==> config.mk <==
export PLATFORM = sky130hd
export DESIGN_NAME = pong_game_ctrl
export DESIGN_NICKNAME = d
export VERILOG_FILES = /design/src/rtl/pong_pkg.sv /design/src/rtl/pong_game_ctrl_frame_timer.sv /design/src/rtl/pong_game_ctrl.sv
export SDC_FILE = /design/constraint.sdc
export NUM_CORES = 1
export LEC_CHECK = 0
export CORE_UTILIZATION = 50
export DETAILED_ROUTE_END_ITERATION = 8
export PLACE_DENSITY = 0.76
export SYNTH_ARGS = -nofsm -noshare
export SYNTH_HDL_FRONTEND = slang
export SYNTH_SLANG_ARGS = --single-unit
==> constraint.sdc <==
create_clock -name clk -period 1.6 [get_ports clk]
set_clock_uncertainty 0.2 [all_clocks]
set_input_delay 0.16 -clock clk [delete_from_list [all_inputs] [get_ports clk]]
set_output_delay 0.16 -clock clk [all_outputs]
set_load 0.02 [all_outputs]
==> src/rtl/pong_pkg.sv <==
// Shared definitions for the Pong match controller, pixel generator and score overlay.
package pong_pkg;

  // Match sequencer state encodings, also shown on the debug overlay
  typedef enum logic [2:0] {
    ST_IDLE  = 3'd0,
    ST_SERVE = 3'd1,
    ST_PLAY  = 3'd2,
    ST_POINT = 3'd3,
    ST_OVER  = 3'd4
  } state_t;

  // Side constants used for serve direction and winner
  localparam logic P1 = 1'b0;
  localparam logic P2 = 1'b1;

  // Default match timing and scoring
  localparam int DEF_WIN_SCORE    = 7;
  localparam int DEF_SERVE_FRAMES = 60;
  localparam int DEF_POINT_FRAMES = 90;
  localparam int DEF_TMR_W        = 7;

endpackage

==> src/rtl/pong_game_ctrl_frame_timer.sv <==
// Counts frame ticks and pulses done on the tick that reaches LIMIT-1.
module frame_timer #(
  parameter int LIMIT = 60,
  parameter int W     = 7
) (
  input  logic clk,
  input  logic reset,
  input  logic clr,
  input  logic tick,
  output logic done
);

  logic [W-1:0] count;
  logic         at_last;

  assign at_last = (count == W'(LIMIT - 1));
  assign done    = tick & at_last & ~clr;

  // Frame counter: held at zero while cleared, wraps to zero on completion
  always_ff @(posedge clk or posedge reset) begin
    if (reset) begin
      count <= '0;
    end else if (clr) begin
      count <= '0;
    end else if (tick) begin
      if (at_last) begin
        count <= '0;
      end else begin
        count <= count + W'(1);
      end
    end
  end

endmodule

==> src/rtl/pong_game_ctrl.sv <==
// Match sequencer: serve hold, play, point freeze, scoring and winner detection.
module pong_game_ctrl
  import pong_pkg::*;
#(
  parameter int WIN_SCORE    = DEF_WIN_SCORE,
  parameter int SERVE_FRAMES = DEF_SERVE_FRAMES,
  parameter int POINT_FRAMES = DEF_POINT_FRAMES,
  parameter int TMR_W        = DEF_TMR_W
) (
  input  logic       clk,
  input  logic       reset,
  input  logic       refr_tick,
  input  logic       start,
  input  logic       miss1,
  input  logic       miss2,
  output logic       ball_rst,
  output logic       move_en,
  output logic       serve_dir,
  output logic [3:0] score1,
  output logic [3:0] score2,
  output logic       game_over,
  output logic       winner,
  output logic [2:0] state
);

  state_t cur_state;
  logic   start_q;
  logic   start_pulse;
  logic   serve_done;
  logic   point_done;
  logic   in_serve;
  logic   in_point;
  logic   win_reached;

  assign start_pulse = start & ~start_q;
  assign in_serve    = (cur_state == ST_SERVE);
  assign in_point    = (cur_state == ST_POINT);
  assign win_reached = (score1 == 4'(WIN_SCORE)) || (score2 == 4'(WIN_SCORE));
  assign state       = cur_state;

  // The timers sit at zero outside their own state, so every entry starts a fresh count
  frame_timer #(.LIMIT(SERVE_FRAMES), .W(TMR_W)) u_serve_timer (
    .clk   (clk),
    .reset (reset),
    .clr   (~in_serve),
    .tick  (refr_tick & in_serve),
    .done  (serve_done)
  );

  frame_timer #(.LIMIT(POINT_FRAMES), .W(TMR_W)) u_point_timer (
    .clk   (clk),
    .reset (reset),
    .clr   (~in_point),
    .tick  (refr_tick & in_point),
    .done  (point_done)
  );

  // Start button edge detector; resets high so a button held through reset is not a press
  always_ff @(posedge clk or posedge reset) begin
    if (reset) begin
      start_q <= 1'b1;
    end else begin
      start_q <= start;
    end
  end

  // Match FSM with scores and outputs registered alongside the state they belong to
  always_ff @(posedge clk or posedge reset) begin
    if (reset) begin
      cur_state <= ST_IDLE;
      score1    <= 4'd0;
      score2    <= 4'd0;
      serve_dir <= P1;
      winner    <= P1;
      ball_rst  <= 1'b1;
      move_en   <= 1'b0;
      game_over <= 1'b0;
    end else begin
      case (cur_state)
        ST_IDLE: begin
          if (start_pulse) begin
            score1    <= 4'd0;
            score2    <= 4'd0;
            cur_state <= ST_SERVE;
          end
        end
        ST_SERVE: begin
          if (serve_done) begin
            cur_state <= ST_PLAY;
            ball_rst  <= 1'b0;
            move_en   <= 1'b1;
          end
        end
        ST_PLAY: begin
          if (miss1 || miss2) begin
            cur_state <= ST_POINT;
            ball_rst  <= 1'b1;
            move_en   <= 1'b0;
            if (miss2 && !miss1) begin
              score1    <= score1 + 4'd1;
              serve_dir <= P2;
            end else if (miss1 && !miss2) begin
              score2    <= score2 + 4'd1;
              serve_dir <= P1;
            end
          end
        end
        ST_POINT: begin
          if (point_done) begin
            if (win_reached) begin
              winner    <= (score2 == 4'(WIN_SCORE)) ? P2 : P1;
              game_over <= 1'b1;
              cur_state <= ST_OVER;
            end else begin
              cur_state <= ST_SERVE;
            end
          end
        end
        ST_OVER: begin
          if (start_pulse) begin
            score1    <= 4'd0;
            score2    <= 4'd0;
            serve_dir <= ~winner;
            game_over <= 1'b0;
            cur_state <= ST_SERVE;
          end
        end
        default: begin
          cur_state <= ST_IDLE;
          ball_rst  <= 1'b1;
          move_en   <= 1'b0;
          game_over <= 1'b0;
        end
      endcase
    end
  end

endmodule
======== Word level (Yosys, flattened, before mapping) ========
Cells that the tools add are included.
cells by class
  mux-type cells .......................... 36
  shift-type cells ........................ 0
  $lt $le $gt $ge ......................... 0
  eq/ne operators ......................... 20
  divide/modulo/power cells ............... 0
  multiply operators ...................... 0
  reduce and logical (&&, ||, !) cells .... 19
  add/subtract/negate cells ............... 4
  bitwise gates (word level) .............. 11
operators with widths
  operator                                                number
  two-way mux 7 bit                                       6
  two-way mux 4 bit                                       6
  one-hot mux 4 bit (2 select lines)                      2
  AND reduction 4 bit                                     4
  two-way mux 3 bit                                       5
  adder 7 x 1 -> 7 bit (second input constant)            2
  inequality test 2 bit (second input constant)           7
  two-way mux 1 bit                                       12
  one-hot mux 3 bit (4 select lines)                      1
  one-hot mux 1 bit (3 select lines)                      3
  adder 4 x 1 -> 4 bit (second input constant)            2
  equality test 4 x 3 -> 1 bit (second input constant)    2
  inequality test 2 x 1 -> 1 bit (second input constant)  4
  AND 1 bit                                               7
  equality test 7 x 6 -> 1 bit (second input constant)    1
  equality test 7 bit (second input constant)             1
  equality test 3 x 2 -> 1 bit (second input constant)    2
  AND reduction 3 bit                                     2
  OR reduction 3 bit                                      2
  AND reduction 5 bit                                     1
  inverter 1 bit                                          4
  nonzero test 2 bit                                      2
  equality test 3 x 1 -> 1 bit (second input constant)    1
  equality test 3 bit (second input constant)             1
  7 further kinds                                         10
storage, ports and cells
  bits in latches ......................... 0
  bits in writable memories ............... 0
  register bits ........................... 31
  input port bits ......................... 6
  logic and storage cells ................. 101
  bits in read-only memories .............. 0
  output and inout bits ................... 16
  memories kept ........................... 0

======== Depth between registers and ports, before layout ========
  depth after elaboration ................. 6
  mapped depth ............................ 6
  gate-level depth less buffers ........... 6

======== Hierarchy ========
A second synthesis with hierarchy kept.
unflattened totals
  cell total of the unflattened synthesis .. 191
  area, all modules ....................... 1,878.1 sq um
modules (own cells, without submodules)
  module                       instances  cells each  area an instance (sq um)  seq. area each (sq um)
  pong_game_ctrl               1          103         1,032.2                   427.9
  frame_timer (u_point_timer)  1          45          427.9                     175.2
  frame_timer (u_serve_timer)  1          43          417.9                     175.2

======== Worst setup path after synthesis ========
OpenSTA, ideal clock, no wires.
  path type ............................... reg2reg
  start point ............................. register cur_state[0] (netlist: state[0])
  end point ............................... register score2[1]
  arrival ................................. 1,503 ps
  library setup time ...................... 125 ps
  buffers on the path ..................... 1
  cell stages (with the launch flop) ...... 6
  path slack .............................. -228 ps
  period minus slack after synthesis ...... 1,828 ps
  data required time ...................... 1,275 ps
  path through ............................ dfrtp_1 buf_4 nor3b_2 nand3b_1 a22oi_2 mux2_2
between the ends
  cells in the longest elaborated chain, start to end .. 4
  elaborated cells on any way between the ends .. 11
  classes of those cells .................. 6 x eq/ne; 1 x mux; 4 x reduce/logical
ends and longest elaborated chain
  what                                                                            line                   text
  from (decl)                                                                     pong_game_ctrl.sv:26   state_t cur_state;
  from (signal assigned)                                                          pong_game_ctrl.sv:70   cur_state <= ST_IDLE;
  from (signal assigned)                                                          pong_game_ctrl.sv:84   cur_state <= ST_SERVE;
  from (signal assigned)                                                          pong_game_ctrl.sv:89   cur_state <= ST_PLAY;
  equality test 3 bit or logical NOT 3 bit (tied branches)                        pong_game_ctrl.sv:79   case (cur_state)
  OR reduction 2 bit (no line)                                                    --
  inequality test 2 x 1 -> 1 bit (no line) or nonzero test 2 bit (tied branches)  --
  AND reduction 5 bit (no line)                                                   --
  to (signal assigned)                                                            pong_game_ctrl.sv:103  score2 <= score2 + 4'd1;
  to (decl)                                                                       pong_game_ctrl.sv:20   output logic [3:0] score2,
Several ways; a longest one is shown, not always the timed one.
A chain may end at the register's enable or synchronous reset.

======== Worst setup path in the final report ========
  start point ............................. register cur_state[1] (netlist: state[1])
  end point ............................... register score2[1]
Same word-level chain as after synthesis.

==> out/metrics.csv <==
metric;value;unit
status;complete, but fails checks;
violations;setup timing;
tns;-2.36;ns
insertion_delay;0.36;ns
rows;21;
start_kind;flip-flop;
placed_area;2520;um2
numCtsBuffers;5;
whs;0.0259;ns
fin_ws;-0.195;ns
regArea;782;um2
grt_pass1_wl;8050;um
dr.pass1.iters;7;
combPwrFrac;0.388;
fmax;557;MHz
yosysWarnings;0;
wl_met1;2710;um
synthToLayoutAreaGrowth;66.9;%
endpoint_kind;flip-flop;
crit_path_max_fanout;6;
finalWeightedCongestion;0.818;
slew_headroom;0.764;
diodes;0;
start_util;0.529;
async_reset_ff_frac;1.00;
die_h;61.9;um
path_cells;buf_6, nor2_4, nand2_4, a22oi_2, mux2_4;
powerDensity;791;nW/um2
synth_cells;184;
post_drt_wl_per_cell;21.7;um
wl_met3;416;um
cts_max_level;2;
post-route-period-util;1.12;
num_vias;2037;
drv_cap;0;
hold_viol_final;0;
slew_violations;0;
top_layer_used;met5;
rsz0062_at_grt;yes;
grt_use_total;0.300;
wirelength;7070;um
intPower;1.48;mW
dp_hpwl;3480;um
ir_drop;0.000632;V
grt_pass1_vias;1824;
p_leak;1.44;nW
synth_seq_cells;31;
worst_slew_pin_slew;0.354;ns
multiInputGateArea;1250;um2
grt_max_degree;32;
drcViolationCount;0;
period_minus_slack;1.80;ns
fill_cells;151;
pwr-share-clk;0.199;
syn_area;1790;um2
dr_wl_met2;3570;um
io_buffers;21;
hold_path.class;in -> reg;
synth_nets;198;
yosys.area.top_type;dfrtp_1;
setup_viol;23;
root_buffer;clkbuf_4;
ys_types;54;
drt-initial-drc-count;269;
critPathArrivalTime;1.84;ns
p_switching;0.887;mW
seqPwrFrac;0.413;
final_area;2990;um2
timing.critical_path.slowest_stage_cell;dfrtp_2;
viasPerCell;6.25;
synth_top_area_share;0.404;
p_sw_frac;0.375;
avgSynthCellArea;9.75;um2
final_cell_mix;58 x buf_4, 26 x dfrtp_1, 14 x buf_6;
antenna_found_initial;1;
synth_edf_count;0;
setup.worst_path.class;reg -> reg;
layout_commonest_cell;buf_4;
ys.flop_type;dfrtp_1;
path_clk_slew;0.11;ns
required;1.64;ns
cts.sinks;31;
die_w;61.9;um
final_nets;293;
ctsLongestPathBuffers;2;
drtAntennaViolNets;0;
seq_area_frac_synth;0.434;
grt_overflow;0;
synth_area_leaders;dfrtp_1 40%, ha_1 5.6%, o21ai_0 4.5%;
die_area;3830;um2
drive_above_1_share;0.511;
core_area;3390;um2
io_pins;22;
cts_tree;yes;
critPathMaxStageDelay;0.48;ns
==> worst paths after layout <==
check                           slack, ns                    end  depth (start not counted)                  start
worst min-delay path                 0.03      start_q$_DFF_PP1_                          1                  start
max in group asynchronous            0.48      start_q$_DFF_PP1_                          4                  reset
worst min register to register       0.31  score2[3]$_DFFE_PP0P_                          1  score2[3]$_DFFE_PP0P_
min in group asynchronous            0.48  score1[3]$_DFFE_PP0P_                          4                  reset
worst max-delay path                -0.20  score2[1]$_DFFE_PP0P_                          5   state[1]$_DFFE_PP0P_
worst max register to register      -0.20  score2[1]$_DFFE_PP0P_                          5   state[1]$_DFFE_PP0P_
==> stage by stage <==
stage	total power [mW]	utilization	instances	setup slack, ns
after floorplan	1.32	-	184	-0.152
after global placement	1.64	0.743	302	-0.427
after detailed placement	1.68	0.743	302	-0.520
after CTS	2.18	0.819	322	-0.129
after global routing	2.47	0.883	326	-0.242
final	2.37	0.883	326	-0.195
==> cell families after synthesis <==
family | share of synthesized area
compound gates | 0.201
xor+xnor | 0.00976
fa+ha+maj | 0.0558
buf+inv | 0.0446
flops | 0.434
mux | 0.0237
simple gates | 0.232
==> synthesized netlist by cell type (2+ instances only) <==
cell      number
nand4b_1       2
nand3_1        6
a21o_1         2
a31oi_1        6
nand3b_1       4
buf_4          2
nand2_1       15
o21ai_0       16
or3_1          2
nor3_1         4
nand2b_1       5
nor2_2         2
inv_1         12
a21oi_1        8
xor2_1         2
dfstp_2        2
nor2_1         7
or4_1          2
mux2i_1        2
o32ai_1        2
nor2b_1        2
dfrtp_1       29
ha_1           8
buf_2          4
o21a_1         4
and3_1         3
mux2_2         2
o41ai_1        3
==> registers in the layout (all words and copies together) (netlist names), 3 cells and up <==
name and count:
score1 4, score2 4, state 3, u_point_timer.count 7, u_serve_timer.count 7
==> layer usage <==
metal / GRT usage / up-vias
met5: 0 / -
met4: 0.146 / 2
met3: 0.0642 / 44
met2: 0.545 / 115
met1: 0.330 / 1004
li1: - / 872
==> power by group through the flow <==
stage	sequential (mW)	combinational, mW	clock (mW)
CTS	0.957	0.770	0.450
detailed placement	0.985	0.697	0
floorplan	1.07	0.252	0
global placement	0.976	0.666	0
finish	0.978	0.918	0.472
global route	0.986	0.988	0.492
==> timing repair <==
action	in CTS	in global routing
gates resized for setup	49	58
hold buffers	1	0
endpoints found under the setup margin	43	34
buffers inserted	11	5
hold endpoints to repair	29	0
pin swaps	10	29
==> worst max-delay path: cells and delay by family, from the launching register on <==
kind | cells | cell delay [ns]
buffers and inverters | 1 | 0.17
AO/OA/AOI/OAI | 1 | 0.20
flip-flops | 1 | 0.48
multiplexers | 1 | 0.33
AND/OR/NAND/NOR | 2 | 0.29
==> cell type report <==
| type | instances | share of cell area |
|---|---|---|
| clock buffer | 6 | 0.0138 |
| timing repair buffer | 94 | 0.268 |
| sequential | 31 | 0.261 |
| multi-input combinational | 135 | 0.418 |
| inverter | 12 | 0.0150 |
| clock inverter | 2 | 0.00418 |
| tap | 46 | 0.0192 |
Power figures use the tool's default switching activity.
